--- config.mk ---
export PLATFORM = sky130hd
export DESIGN_NAME = run_control
export DESIGN_NICKNAME = d
export VERILOG_FILES = /design/src/rtl/run_control_pkg.sv /design/src/rtl/run_control_bp_match.sv /design/src/rtl/run_control.sv
export SDC_FILE = /design/constraint.sdc
export NUM_CORES = 1
export LEC_CHECK = 0
export BUFFER_PORTS_ARGS = -buffer_cell sky130_fd_sc_hd__buf_2
export CAP_MARGIN = 20
export CORE_MARGIN = 5
export CORE_UTILIZATION = 35
export CTS_CLUSTER_DIAMETER = 40
export DETAILED_ROUTE_END_ITERATION = 16
export GPL_ROUTABILITY_DRIVEN = 0
export PLACE_DENSITY_LB_ADDON = 0.3
export SYNTH_ARGS = -nofsm -noshare
export SYNTH_HDL_FRONTEND = slang
export SYNTH_SLANG_ARGS = --single-unit
--- constraint.sdc ---
create_clock -name clk -period 3 [get_ports clk]
set_clock_uncertainty 0.2 [all_clocks]
set_input_delay 0.15 -clock clk [delete_from_list [all_inputs] [get_ports clk]]
set_output_delay 0.15 -clock clk [all_outputs]
set_load 0.02 [all_outputs]
--- src/rtl/run_control_pkg.sv ---
// Shared types and constants for the run-control unit.
package run_control_pkg;

    typedef enum logic [1:0] {
        IDLE,
        RUN,
        STEP,
        HALTED
    } rc_state_t;

    localparam int CAUSE_W = 2;

    localparam logic [CAUSE_W-1:0] CAUSE_NONE = 2'd0;
    localparam logic [CAUSE_W-1:0] CAUSE_HLT  = 2'd1;
    localparam logic [CAUSE_W-1:0] CAUSE_BP   = 2'd2;
    localparam logic [CAUSE_W-1:0] CAUSE_STEP = 2'd3;

endpackage

--- src/rtl/run_control_bp_match.sv ---
// PC breakpoint comparator array with lowest-index-wins priority encoding.
module bp_match #(
    parameter int ADDR_WIDTH = 8,
    parameter int BP_COUNT   = 2,
    parameter int BP_IDX_W   = 1
) (
    input  logic [ADDR_WIDTH-1:0]          pc,
    input  logic [BP_COUNT*ADDR_WIDTH-1:0] bp_addr,
    input  logic [BP_COUNT-1:0]            bp_valid,
    output logic                           hit,
    output logic [BP_IDX_W-1:0]            idx
);

    always_comb begin
        hit = 1'b0;
        idx = '0;
        for (int unsigned i = 0; i < BP_COUNT; i++) begin
            if (!hit && bp_valid[i] && (pc == bp_addr[i*ADDR_WIDTH +: ADDR_WIDTH])) begin
                hit = 1'b1;
                idx = BP_IDX_W'(i);
            end
        end
    end

endmodule

--- src/rtl/run_control.sv ---
// Run controller: gates core execution, counts executed cycles and records
// why the core stopped (HLT, breakpoint or single step).
module run_control
    import run_control_pkg::*;
#(
    parameter int  CC_WIDTH   = 16,
    parameter int  ADDR_WIDTH = 8,
    parameter int  BP_COUNT   = 2,
    localparam int BP_IDX_W   = (BP_COUNT > 1) ? $clog2(BP_COUNT) : 1
) (
    input  logic                           clk,
    input  logic                           rst,
    input  logic                           en,
    input  logic                           step_req,
    input  logic                           resume,
    input  logic                           clr_cc,
    input  logic                           halt_in,
    input  logic [ADDR_WIDTH-1:0]          pc,
    input  logic [BP_COUNT*ADDR_WIDTH-1:0] bp_addr,
    input  logic [BP_COUNT-1:0]            bp_valid,
    output logic                           core_en,
    output logic                           halt,
    output logic [CAUSE_W-1:0]             halt_cause,
    output logic [BP_IDX_W-1:0]            halt_bp_idx,
    output logic [CC_WIDTH-1:0]            cc,
    output logic                           cc_wrap
);

    rc_state_t             r_state;
    logic                  r_skip;
    logic                  r_halt;
    logic [CAUSE_W-1:0]    r_cause;
    logic [BP_IDX_W-1:0]   r_bp_idx;
    logic [CC_WIDTH-1:0]   r_cc;
    logic                  r_wrap;

    logic                  w_match_hit;
    logic [BP_IDX_W-1:0]   w_match_idx;
    logic                  w_bp_hit;

    bp_match #(
        .ADDR_WIDTH (ADDR_WIDTH),
        .BP_COUNT   (BP_COUNT),
        .BP_IDX_W   (BP_IDX_W)
    ) u_bp_match (
        .pc       (pc),
        .bp_addr  (bp_addr),
        .bp_valid (bp_valid),
        .hit      (w_match_hit),
        .idx      (w_match_idx)
    );

    // The skip flag lets the instruction sitting on the breakpoint PC run once after resume.
    assign w_bp_hit = w_match_hit && (r_state == RUN) && !r_skip;
    assign core_en  = ((r_state == RUN) && !w_bp_hit) || (r_state == STEP);

    always_ff @(posedge clk or posedge rst) begin
        if (rst) begin
            r_state  <= IDLE;
            r_skip   <= 1'b0;
            r_halt   <= 1'b0;
            r_cause  <= CAUSE_NONE;
            r_bp_idx <= '0;
        end else begin
            r_skip <= 1'b0;
            case (r_state)
                IDLE: begin
                    r_halt  <= 1'b0;
                    r_cause <= CAUSE_NONE;
                    if (en) begin
                        r_state <= RUN;
                    end else if (step_req) begin
                        r_state <= STEP;
                    end
                end
                RUN: begin
                    if (!en) begin
                        r_state <= IDLE;
                        r_halt  <= 1'b0;
                        r_cause <= CAUSE_NONE;
                    end else if (halt_in) begin
                        r_state <= HALTED;
                        r_halt  <= 1'b1;
                        r_cause <= CAUSE_HLT;
                    end else if (w_bp_hit) begin
                        r_state  <= HALTED;
                        r_halt   <= 1'b1;
                        r_cause  <= CAUSE_BP;
                        r_bp_idx <= w_match_idx;
                    end
                end
                STEP: begin
                    r_state <= HALTED;
                    r_halt  <= 1'b1;
                    r_cause <= halt_in ? CAUSE_HLT : CAUSE_STEP;
                end
                HALTED: begin
                    if (!en) begin
                        r_state <= IDLE;
                        r_halt  <= 1'b0;
                        r_cause <= CAUSE_NONE;
                    end else if (step_req) begin
                        r_state <= STEP;
                        r_halt  <= 1'b0;
                        r_cause <= CAUSE_NONE;
                    end else if (resume) begin
                        r_state <= RUN;
                        r_skip  <= 1'b1;
                        r_halt  <= 1'b0;
                        r_cause <= CAUSE_NONE;
                    end
                end
                default: r_state <= IDLE;
            endcase
        end
    end

    always_ff @(posedge clk or posedge rst) begin
        if (rst) begin
            r_cc   <= '0;
            r_wrap <= 1'b0;
        end else if (clr_cc) begin
            r_cc   <= '0;
            r_wrap <= 1'b0;
        end else if (core_en) begin
            r_cc <= r_cc + CC_WIDTH'(1);
            if (&r_cc) begin
                r_wrap <= 1'b1;
            end
        end
    end

    assign halt        = r_halt;
    assign halt_cause  = r_cause;
    assign halt_bp_idx = r_bp_idx;
    assign cc          = r_cc;
    assign cc_wrap     = r_wrap;

endmodule

[Word level (Yosys, flattened, before mapping)]
Index checks and enable logic that the tools add are counted.
Word-level totals
  output and inout bits: 22
  bits of input ports: 33
  register bits after elaboration: 24
  word-level logic and storage cells: 71
Cells by class
  reduce and logical (&&, ||, !) cells: 18
  mux-type cells: 36
  bitwise logic cells: 1
  add/sub/neg operators: 1
  equal/unequal tests: 8
Operators by type and width (count)
  $mux 16: 2
  $mux 2: 15
  $add 16x1->16 const B: 1
  $eq 8x8->1: 2
  $mux 1: 16
  $pmux 2 s4: 2
  $reduce_and 16->1: 1
  $ne 4x4->1 const B: 2
  $logic_and 1x1->1: 6
  $eq 2x2->1 const B: 2
  $pmux 1 s4: 1
  $reduce_and 2->1: 2
  $reduce_and 4->1: 1
  $reduce_bool 2->1: 2
  $logic_not 1->1: 3
  $ne 3x3->1 const B: 1
  $reduce_and 3->1: 1
  $eq 2x1->1 const B: 1
  $logic_not 2->1: 1
  $logic_or 1x1->1: 1
  $not 1->1: 1

[Depth between registers and ports, before layout]
Gate-level depths: netlist of the first run.
  word-level depth: 14
  mapped depth: 9
  gate-level depth less buffers: 7

[Modules after synthesis]
From an unflattened synthesis of the first run, not the netlist that was laid out.
Unflattened totals
  cell total of the unflattened synthesis: 164
  area, all modules: 1570.3 µm²
By module, submodules not included
  run_control: area an instance 1376.3 µm², seq. area each 600.6 µm², cells each 139, instances 1
  bp_match: area an instance 193.9 µm², seq. area each 0.0 µm², cells each 25, instances 1

[Least setup slack after synthesis of the first run]
No wires, ideal clock.
  kind: register to register
  from: reg r_state[0]
  to: reg r_cc[10] (netlist: cc[10])
  stages on the path, launching flop included: 10
  clock period less this slack: 2311 ps
  required time: 2680 ps
  data arrival time: 1991 ps
  setup slack: 689 ps
  library setup time: 120 ps
  cells stage by stage: dfrtp_1 > inv_1 > ha_1 > clkbuf_2 > nor4_1 > a41o_1 > buf_6 > buf_4 > nor2_1 > a31o_2
Between the ends
  cells in the longest elaborated chain, start to end: 7
  elaborated cells between the ends (all ways): 8
Ends and longest elaborated chain
  start, declared: RTL line run_control.sv:29  | rc_state_t r_state;
  start signal, assigned: RTL line run_control.sv:59  | r_state <= IDLE;
  start signal, assigned: RTL line run_control.sv:71  | r_state <= RUN;
  start signal, assigned: RTL line run_control.sv:73  | r_state <= STEP;
  $eq 2x1->1: RTL line run_control.sv:54, run_control.sv:55
  $logic_and 1x1->1 (2 in series): RTL line run_control.sv:54  | assign w_bp_hit = w_match_hit && (r_state == RUN) && !r_skip;
  $logic_not 1->1: RTL line run_control.sv:55  | assign core_en = ((r_state == RUN) && !w_bp_hit) || (r_state == STEP);
  $logic_and 1x1->1: RTL line run_control.sv:55
  $logic_or 1x1->1 *: RTL line run_control.sv:55
  via core_en: RTL line run_control.sv:21  | output logic core_en,
  $reduce_bool 2->1 (no line) *
  end signal, assigned: RTL line run_control.sv:126  | r_cc <= r_cc + CC_WIDTH'(1);
  end, declared: RTL line run_control.sv:34  | logic [CC_WIDTH-1:0] r_cc;
Mark *: on every way through the listed nets, which the timed path passes. The rest lies on a longest branch.
A chain may end at the register's enable or synchronous reset.

[Final worst setup path of the first run]
  from: reg r_state[0]
  to: out core_en
Between the ends
  cells in the longest elaborated chain, start to end: 6
  elaborated cells between the ends (all ways): 7
Ends and longest elaborated chain (RTL line)
  $eq 2x1->1: run_control.sv:54, run_control.sv:55
  $logic_and 1x1->1 (2 in series): run_control.sv:54
  $logic_not 1->1: run_control.sv:55
  $logic_and 1x1->1: run_control.sv:55
  $logic_or 1x1->1 *: run_control.sv:55
  end, declared: run_control.sv:21
Every way passes the cells marked *; elsewhere a longest branch is shown, timed or not.

==> summary.md, run 1 <==
| Metric | Value |
|---|---|
| Outcome | completed |
| Sequential-to-total area share from yosys stat | a little over a third |
| Largest net degree at the start of global routing | 25 |
| Number of buffers created by CTS | 3 |
| Most common cell after layout, fill and taps aside | buf_2 |
| Skew-Pair Late Insertion Delay | approximately 0.27 ns |
| Nature of the critical path startpoint | register |
| Vias in the first global route | 1556 |
| Yosys cell types | between 40 and 50 |
| Diodes inserted | 0 |
| Clock transition at path regs | 0.09 ns |
| Worst reg-to-reg path cell count | 6 |
| Crit path capture | core_en |
| Critical Path Start | r_state[0]$_DFFE_PP0P_ |
| Total chip power | 0.00115 W |
| Root Buffer | clkbuf_8 |
| CP max stage delay | ~0.48 ns |
| Cells along the critical path | inv_1 -> ha_1 -> nor4_1 -> a41o_2 -> nor2_1 -> buf_2 |
| Reg2reg start | r_state[0]$_DFFE_PP0P_ |
| Synthesized flop and latch total | 24 |
| Final Max Slew Viols | 0 |
| Final setup TNS | 0 ns |
| Synthesized Nets | roughly 220 |
| Initial core utilization | 35.7% |
| Critical Path RT | roughly 2.7 ns |
| DRT Pass-1 Iters | 4 |
| Die width | about 80 µm |
| Highest-count cells in the layout ignoring fill and taps | 54 x buf_2, 24 x dfrtp_1, 15 x nor2_1 |
| Non-Filler Instances | between 200 and 300 |
| Gr ovfl total | 0 |
| HPWL after DPL | between 3 and 4 mm |
| Tcrit/Tclk final | between 80% and 90% |
| Post-synth top flop | dfrtp_1 |
| Flop-to-flop setup slack | around 0.5 ns |
| Via Count | 1570 |
| Std-Cell Rows | 25 |
| DRC violations left | 0 |
| DR WL/cell | about 14 µm |
| Avg Cell Area, Syn | 9.20 µm² |
| I/O Buffers | 54 |
| Critical path arrival | approximately 2.3 ns |
| Number of synthesis warnings | 0 |
| H-tree Lvls | 1 |
| EDFF count, synth | 0 |
| First-pass GRT wire length | approximately 7.0 mm |
| Worst Path Max Fanout | 22 |
| Final ANT Viol Nets | 0 |
| CTS Buffer Depth | 2 |
| Post-Syn Instances | around 180 |
| Pleak | roughly 0.96 nW |
| Crit. End Element | output pin |
| Worst Hold Class | in2reg |
| Synthesized cell area | around 1700 µm² |
| Slew HR | just under 60% |
| Least-Margin Pin Slew | slightly above 0.6 ns |
| Fmax | ~380 MHz |
| Maxcap violations | 0 |
| Die Ht | around 79 µm |
| DR iter-0 viols | between 70 and 80 |
| Nets | around 280 |
| Hold_sp | halt_in |
| Ys async rst share | between 90% and 100% |
| Total Wirelength | roughly 4.2 mm |
| Share of post-route cells with drive strength above 1 | around 30% |
| TritonCTS Sinks | 24 |
| Inst Count DP | about 290 |
| Area grow syn2layout | 25.3% |
| Fin crit period | around 2.6 ns |
| R2r endpoint | cc[6]$_DFFE_PP0P_ |
| Die ar. | 6270 µm² |
| TritonCTS clock tree | done |
| Crit Path Category | reg2out |
| Final setup viols | 0 |
| Vias/cell | ~5.4 |
| CP max stage cell | a41o_2 |
| Final Hold Fails | 0 |
| Initial antenna violation count | 0 |
| Core area | about 4700 µm² |
| I/O Pins | 55 |
| GRT Overall Usage | between 10 and 15% |
| Worst vdd ir | slightly above 0.0003 V |
| Pwr/cell area | ~550 nW/µm² |
| RSZ-0062 raised after global routing | no |
[report_power, final]
group          total (W)  internal (W)  switching [W]
Clock           0.000227      0.000117       0.000109
Combinational   0.000522      0.000203       0.000318
Sequential      0.000406      0.000365      0.0000410
[layout make-up]
class	instances	area (µm²)
clock buffer	4	55.1
fill	497	2590
inverter	9	33.8
multi-input combinational	143	1000
sequential	24	601
tap	54	67.6
timing repair buffer	59	335
[cell families (layout without fill, tap and decap cells)]
| group | count (synthesis) | in the layout | share of synthesized area (%) |
|---|---|---|---|
| XOR/XNOR | 16 | 16 | 8.37 |
| AO/OA/AOI/OAI | 39 | 39 | 16.7 |
| adder cells (fa/ha/maj) | 6 | 6 | 4.48 |
| AND/OR/NAND/NOR | 74 | 74 | 25.0 |
| multiplexers | 8 | 8 | 5.31 |
| flip-flops | 24 | 24 | 35.9 |
| buffers and inverters | 15 | 72 | 4.18 |
[through the flow]
step           util [%]  setup WS (ns)  hold slack, ns  area (µm²)
6_report           44.7          0.391          0.0191        2100
5_1_grt            44.7          0.166          0.0536        2100
4_1_cts            44.1          0.152          0.0204        2070
3_5_place_dp       42.3          0.384           0.219        1980
3_3_place_gp       42.3          0.463           0.209        1980
2_1_floorplan         -          0.689         -0.0354        1670
[registers in the layout (all words and copies together), names as in the netlist]
register and flops:
halt_cause 2, cc_wrap 1, halt_bp_idx 1, cc 16, r_state 2, r_skip 1
halt 1
[cells in the mapped netlist, types with 2 or more instances]
library cell / n / share of area (%)
a21oi_1: 12 / 3.6
a41o_1: 2 / 1.2
and3_1: 4 / 1.5
clkbuf_1: 2 / 0.45
dfrtp_1: 24 / 36
ha_1: 6 / 4.5
inv_1: 9 / 2.0
mux2_2: 7 / 4.7
nand2_1: 9 / 2.0
nand3_1: 7 / 2.1
nand4_1: 5 / 1.9
nand4b_1: 2 / 1.0
nor2_1: 15 / 3.4
nor2b_1: 6 / 2.2
nor3_1: 9 / 2.7
nor4_1: 3 / 1.1
nor4b_1: 2 / 1.0
o21ai_0: 3 / 0.90
o31a_1: 2 / 1.0
o31ai_1: 7 / 3.1
or4_1: 8 / 3.6
xnor2_1: 9 / 4.7
xor2_1: 7 / 3.7
[what timing repair did]
item	CTS	global route
setup buffers	0	0
hold buffers	3	0
endpoints found under the hold margin	25	0
resized for setup	0	1
setup endpoints to repair	0	1
[worst min-delay path by stage]
stage,end,cells past startpoint
5_1_grt,halt_bp_idx$_DFFE_PP0P_,3
2_1_floorplan,cc[0]$_DFFE_PP0P_,1
3_5_place_dp,halt_cause[1]$_DFFE_PP0P_,2
4_1_cts,halt_bp_idx$_DFFE_PP0P_,3
3_3_place_gp,halt_cause[1]$_DFFE_PP0P_,2
6_report,halt_bp_idx$_DFFE_PP0P_,3
[layer usage]
metal | vias to the layer above | track usage [%] | share of wire (%)
met3 | 7 | 2.49 | 4.1
met5 | - | 0 | 0
met2 | 38 | 23.0 | 48
met4 | 0 | 4.12 | 1.4
met1 | 736 | 17.8 | 46
li1 | 789 | - | -
[critical path, delay by kind of cell, from the launching register on]
| family | cells | cell delay (ns) |
|---|---|---|
| and+or+nand+nor | 2 | 0.51 |
| AOI/OAI and AO/OA | 1 | 0.48 |
| DFF | 1 | 0.41 |
| adders and majority gates | 1 | 0.32 |
| buffers and inverters | 2 | 0.27 |
No activity file was read; power rests on OpenSTA's default activity.
==> inputs of run 2 (changes only) <==
Settings changed: REMOVE_ABC_BUFFERS set to 1, SKIP_CTS_REPAIR_TIMING set to 1.
==> run 2 against run 1 <==
Setup slack got worse by 0.011 ns. Register-to-register slack got worse by 0.03 ns. Critical path depth unchanged. Total power decreased by 0.73%. Sequential power about the same. Clock-buffer cell count unchanged. Non-clock buffer count decreased by 1. Die area unchanged. Critical path type unchanged. Critical endpoint unchanged. Highest routed layer unchanged.
==> summary.md, run 2 (synthesis results as in run 1) <==
| Metric | Value |
|---|---|
| Outcome | completed |
| Slew HR | 35.8% |
| Die width | approximately 79 µm |
| DRC violations left | 0 |
| First-pass GRT wire length | 6.84 mm |
| Fmax | roughly 380 MHz |
| Most common cell after layout, fill and taps aside | buf_2 |
| Gr ovfl total | 0 |
| Fin crit period | ~2.6 ns |
| Root Buffer | clkbuf_8 |
| Vias in the first global route | between 1000 and 1500 |
| Crit Path Category | reg2out |
| Switch Pwr | ~0.00046 W |
| Tcrit/Tclk final | between 80 and 90% |
| Vias/cell | between 5 and 6 |
| Pleak | 0.946 nW |
| Std-Cell Rows | 25 |
| Die Ht | between 70 and 80 µm |
| Final Hold Fails | 0 |
| Initial antenna violation count | 0 |
| RSZ-0062 raised after global routing | no |
| Via Count | between 1500 and 2000 |
| Highest-count cells in the layout ignoring fill and taps | 54 x buf_2, 24 x dfrtp_1, 15 x nor2_1 |
| TritonCTS Sinks | 24 |
| Core area | 4690 µm² |
| Pwr/cell area | 554 nW/µm² |
| Final setup viols | 0 |
| CTS Buffer Depth | 2 |
| Hold depth | 3 |
| R2r endpoint | cc[6]$_DFFE_PP0P_ |
| Placed instance area | between 1500 and 2000 µm² |
| Fin area | a little over 2000 µm² |
| Clock power share | around a fifth |
| Non-Filler Instances | ~290 |
| DR iter-0 viols | just over 60 |
| Hold_sp | halt_in |
| Max reg flops | 16 |
| Critical path arrival | around 2.3 ns |
| Maxcap violations | 0 |
| I/O Pins | 55 |
| HPWL after DPL | about 3.2 mm |
| Final setup TNS | 0 ns |
| Seq pwr share | between 30% and 40% |
| H-tree Lvls | 1 |
| Crit. End Element | output pin |
| Final Max Slew Viols | 0 |
| Diodes inserted | 0 |
| Worst Hold Class | in2reg |
| DR WL/cell | 14.4 µm |
| Worst hold path endpoint | halt_bp_idx$_DFFE_PP0P_ |
| Area of the multi-input gates | about 1000 µm² |
| Flop-to-flop setup slack | roughly 0.47 ns |
| Critical Path RT | between 2 and 3 ns |
| Clock transition at path regs | about 0.090 ns |
| I/O Buffers | between 50 and 60 |
| Reg2reg start | r_state[0]$_DFFE_PP0P_ |
| Worst vdd ir | approximately 0.00030 V |
| TritonCTS clock tree | done |
| Worst Path Max Fanout | 22 |
| Final ANT Viol Nets | 0 |
| Number of buffers created by CTS | 3 |
| FILL cells | a little under 500 |
| Total Wirelength | about 4.2 mm |
| Nets | between 200 and 300 |
| Initial core utilization | between 30 and 40% |
| Largest net degree at the start of global routing | 25 |
| Least-Margin Pin Slew | around 0.96 ns |
| GRT Overall Usage | around 14% |
| DRT Pass-1 Iters | 4 |
| Skew-Pair Late Insertion Delay | between 0.2 and 0.3 ns |
| Nature of the critical path startpoint | register |
| Area grow syn2layout | 23.6% |
| Inst Count DP | between 200 and 300 |
| Share of post-route cells with drive strength above 1 | 29.8% |
| Internal Power | a little under 0.0007 W |
| Die ar. | between 6000 and 7000 µm² |
| Hold slack | ~0.011 ns |
| Worst reg-to-reg path cell count | 6 |
| Seq. cell area | 601 µm² |
| Switching Fraction | about 41% |
| Comb pwr share | ~45% |
[run 2: cell types whose count changed in the layout (fill, tap and decap cells not counted), sizes merged]
cell  before  now
buf       56   55
[run 2: power groups by stage]
stage | Clock [W] | Sequential (W) | Combinational (W)
6_report | 0.000231 | 0.000405 | 0.000510
5_1_grt | 0.000252 | 0.000414 | 0.000574
4_1_cts | 0.000237 | 0.000405 | 0.000510
3_5_place_dp | 0 | 0.000412 | 0.000506
3_3_place_gp | 0 | 0.000409 | 0.000505
2_1_floorplan | 0 | 0.000434 | 0.000332
[run 2: layer usage]
layer  vias to the layer above  track usage [%]  share of wire [%]
met4                         0             3.44               0.81
met2                        32             22.9                 50
met3                         4             3.29                3.8
li1                        792                -                  -
met5                         -                0                  0
met1                       765             17.4                 46
[run 2: worst max-delay path, stage by stage (launching register included)]
cell,delay (ns)
dfrtp_1,0.41
inv_1,0.10
ha_1,0.33
nor4_1,0.39
a41o_2,0.48
nor2_1,0.11
buf_2,0.17
[run 2: worst max path at each step]
stage | start | endpoint | slack (ns) | depth (start not counted)
after global routing | r_state[0]$_DFFE_PP0P_ | core_en | 0.22 | 6
after floorplan | r_state[0]$_DFFE_PP0P_ | cc[10]$_DFFE_PP0P_ | 0.62 | 6
final | r_state[0]$_DFFE_PP0P_ | core_en | 0.38 | 6
after detailed placement | r_state[0]$_DFFE_PP0P_ | cc[8]$_DFFE_PP0P_ | 0.37 | 6
after CTS | r_state[0]$_DFFE_PP0P_ | core_en | 0.17 | 6
after global placement | r_state[0]$_DFFE_PP0P_ | cc[8]$_DFFE_PP0P_ | 0.44 | 6
[run 2: per-stage QoR]
| step | utilization, % | setup WS, ns | total power, W |
|---|---|---|---|
| finish | 44.1 | 0.380 | 0.00115 |
| global route | 44.1 | 0.224 | 0.00124 |
| CTS | 43.4 | 0.167 | 0.00115 |
| detailed placement | 42.3 | 0.374 | 0.000918 |
| global placement | 42.3 | 0.438 | 0.000914 |
| floorplan | - | 0.617 | 0.000766 |
[run 2: area by class of cell]
class / instances / area share [%]
multi-input cells: 143 / 48.5
flip-flops and latches: 24 / 29.0
repair buffers: 58 / 14.9
well taps: 54 / 3.26
clock buffers: 4 / 2.66
inverters: 9 / 1.63
==> inputs of run 3 (changes only) <==
Clock period 3 ns to 2.9 ns, I/O delays scaled along.
==> run 3 against run 2 <==
Total power rose by 3.5%. Worst hold slack barely moved. Die area did not move. Non-clock buffer count rose by 1. Register-to-register slack got worse by 0.11 ns. Largest power group unchanged.
==> summary.md, run 3 (synthesis results as in run 1) <==
| Metric | Value |
|---|---|
| Die ar. | about 6300 µm² |
| Tcrit/Tclk final | between 90 and 100% |
| Number of buffers created by CTS | 3 |
| Fmax | ~380 MHz |
| Final ANT Viol Nets | 0 |
| Total Wirelength | slightly above 4 mm |
| CP max stage delay | around 0.47 ns |
| Pleak | approximately 0.96 nW |
| RSZ-0062 raised after global routing | no |
| Gr ovfl total | 0 |
| Initial core utilization | 35.7% |
| HPWL after DPL | 3.13 mm |
| Pwr/cell area | between 500 and 600 nW/µm² |
| Root Buffer | clkbuf_8 |
| GRT Overall Usage | between 10% and 20% |
| Worst vdd ir | 0.000303 V |
| Final Hold Fails | 0 |
| Nets | around 280 |
| Critical path arrival | 2.27 ns |
| First-pass GRT wire length | roughly 6.9 mm |
| Vias/cell | roughly 5.4 |
| Maxcap violations | 0 |
| Max reg flops | 16 |
| Clock transition at path regs | 0.09 ns |
| Seq. cell area | 601 µm² |
| Flop-to-flop setup slack | 0.36 ns |
| Cells along the critical path | inv_1 -> ha_1 -> nor4_1 -> a41o_2 -> nor2_1 -> buf_2 |
| Std-Cell Rows | 25 |
| Final setup viols | 0 |
| Most common cell after layout, fill and taps aside | buf_2 |
| Largest net degree at the start of global routing | 25 |
| Highest-count cells in the layout ignoring fill and taps | 54 x buf_2, 24 x dfrtp_1, 15 x nor2_1 |
| Dpl ws | about 0.24 ns |
| I/O Buffers | 54 |
| Outcome | completed |
| Crit. End Element | output pin |
| Worst Path Max Fanout | 22 |
| Diodes inserted | 0 |
| Least-Margin Pin Slew | 0.665 ns |
| Final Max Slew Viols | 0 |
| Core area | ~4700 µm² |
| Vias in the first global route | 1503 |
| DRC violations left | 0 |
| Via Count | 1587 |
| Crit Path Category | reg2out |
| Slew HR | between 50 and 60% |
| Critical Path RT | ~2.6 ns |
| Skew-Pair Late Insertion Delay | ~0.27 ns |
| DR iter-0 viols | 87 |
| TritonCTS Sinks | 24 |
| I/O Pins | 55 |
| CTS Buffer Depth | 2 |
| Share of post-route cells with drive strength above 1 | between 30% and 40% |
| DR WL/cell | around 14 µm |
| Final setup TNS | 0 ns |
| Worst Hold Class | in2reg |
| Area grow syn2layout | 25.3% |
| FILL cells | ~500 |
| H-tree Lvls | 1 |
| Hold slack | 0.0114 ns |
| Area of the multi-input gates | ~1000 µm² |
| Nature of the critical path startpoint | register |
| Fin crit period | 2.61 ns |
| Initial antenna violation count | 0 |
| Total chip power | 0.00119 W |
| Die width | between 70 and 80 µm |
| CP max stage cell | a41o_2 |
| Die Ht | 79.2 µm |
| DRT Pass-1 Iters | 4 |
| Final worst slack | between 0.2 and 0.3 ns |
| TritonCTS clock tree | done |
## run 3: cell count changes in the layout (fill, tap and decap cells not counted), sizes merged
cell  change
buf       +1
## run 3: power by group
part	switching, W	internal, W	total [W]
Sequential	0.0000401	0.000377	0.000417
Clock	0.000113	0.000121	0.000234
Combinational	0.000325	0.000210	0.000535
## run 3: cell type report
| class | instances | area share, % |
|---|---|---|
| Tap cell | 54 | 3.22 |
| Timing Repair Buffer | 59 | 16.0 |
| Sequential cell | 24 | 28.6 |
| Multi-Input combinational cell | 143 | 47.9 |
| Inverter | 9 | 1.61 |
| Clock buffer | 4 | 2.63 |
## run 3: per-layer routing
metal / track usage (%) / routed length, µm / up-vias
met1: 17.0 / 1890 / 758
met4: 3.95 / 37 / 0
met2: 23.3 / 2020 / 35
met3: 2.83 / 197 / 2
met5: 0 / 0 / -
li1: - / - / 792
## run 3: worst paths after layout
kind,start,to,cells past startpoint
max reg2reg,r_state[0]$_DFFE_PP0P_,cc[6]$_DFFE_PP0P_,6
min in group asynchronous,rst,halt_cause[0]$_DFFE_PP0P_,3
min reg2reg,halt_cause[1]$_DFFE_PP0P_,halt_cause[1]$_DFFE_PP0P_,1
max in group asynchronous,rst,cc[10]$_DFFE_PP0P_,4
max,r_state[0]$_DFFE_PP0P_,core_en,6
min,halt_in,halt_bp_idx$_DFFE_PP0P_,3
## run 3: through the flow
step                      util (%)  area [µm²]  cells
after detailed placement      42.3        1980    285
final                         44.7        2100    293
after floorplan                  -        1640    176
after global placement        42.3        1980    285
after CTS                     43.4        2040    289
after global routing          44.7        2100    293
## run 3: worst max-delay path, delay by kind of cell, from the launching register on
kind,cells,cell delay (ns)
buffers and inverters,2,0.27
and+or+nand+nor,2,0.51
adders and majority gates,1,0.33
DFF,1,0.41
AOI/OAI and AO/OA,1,0.47
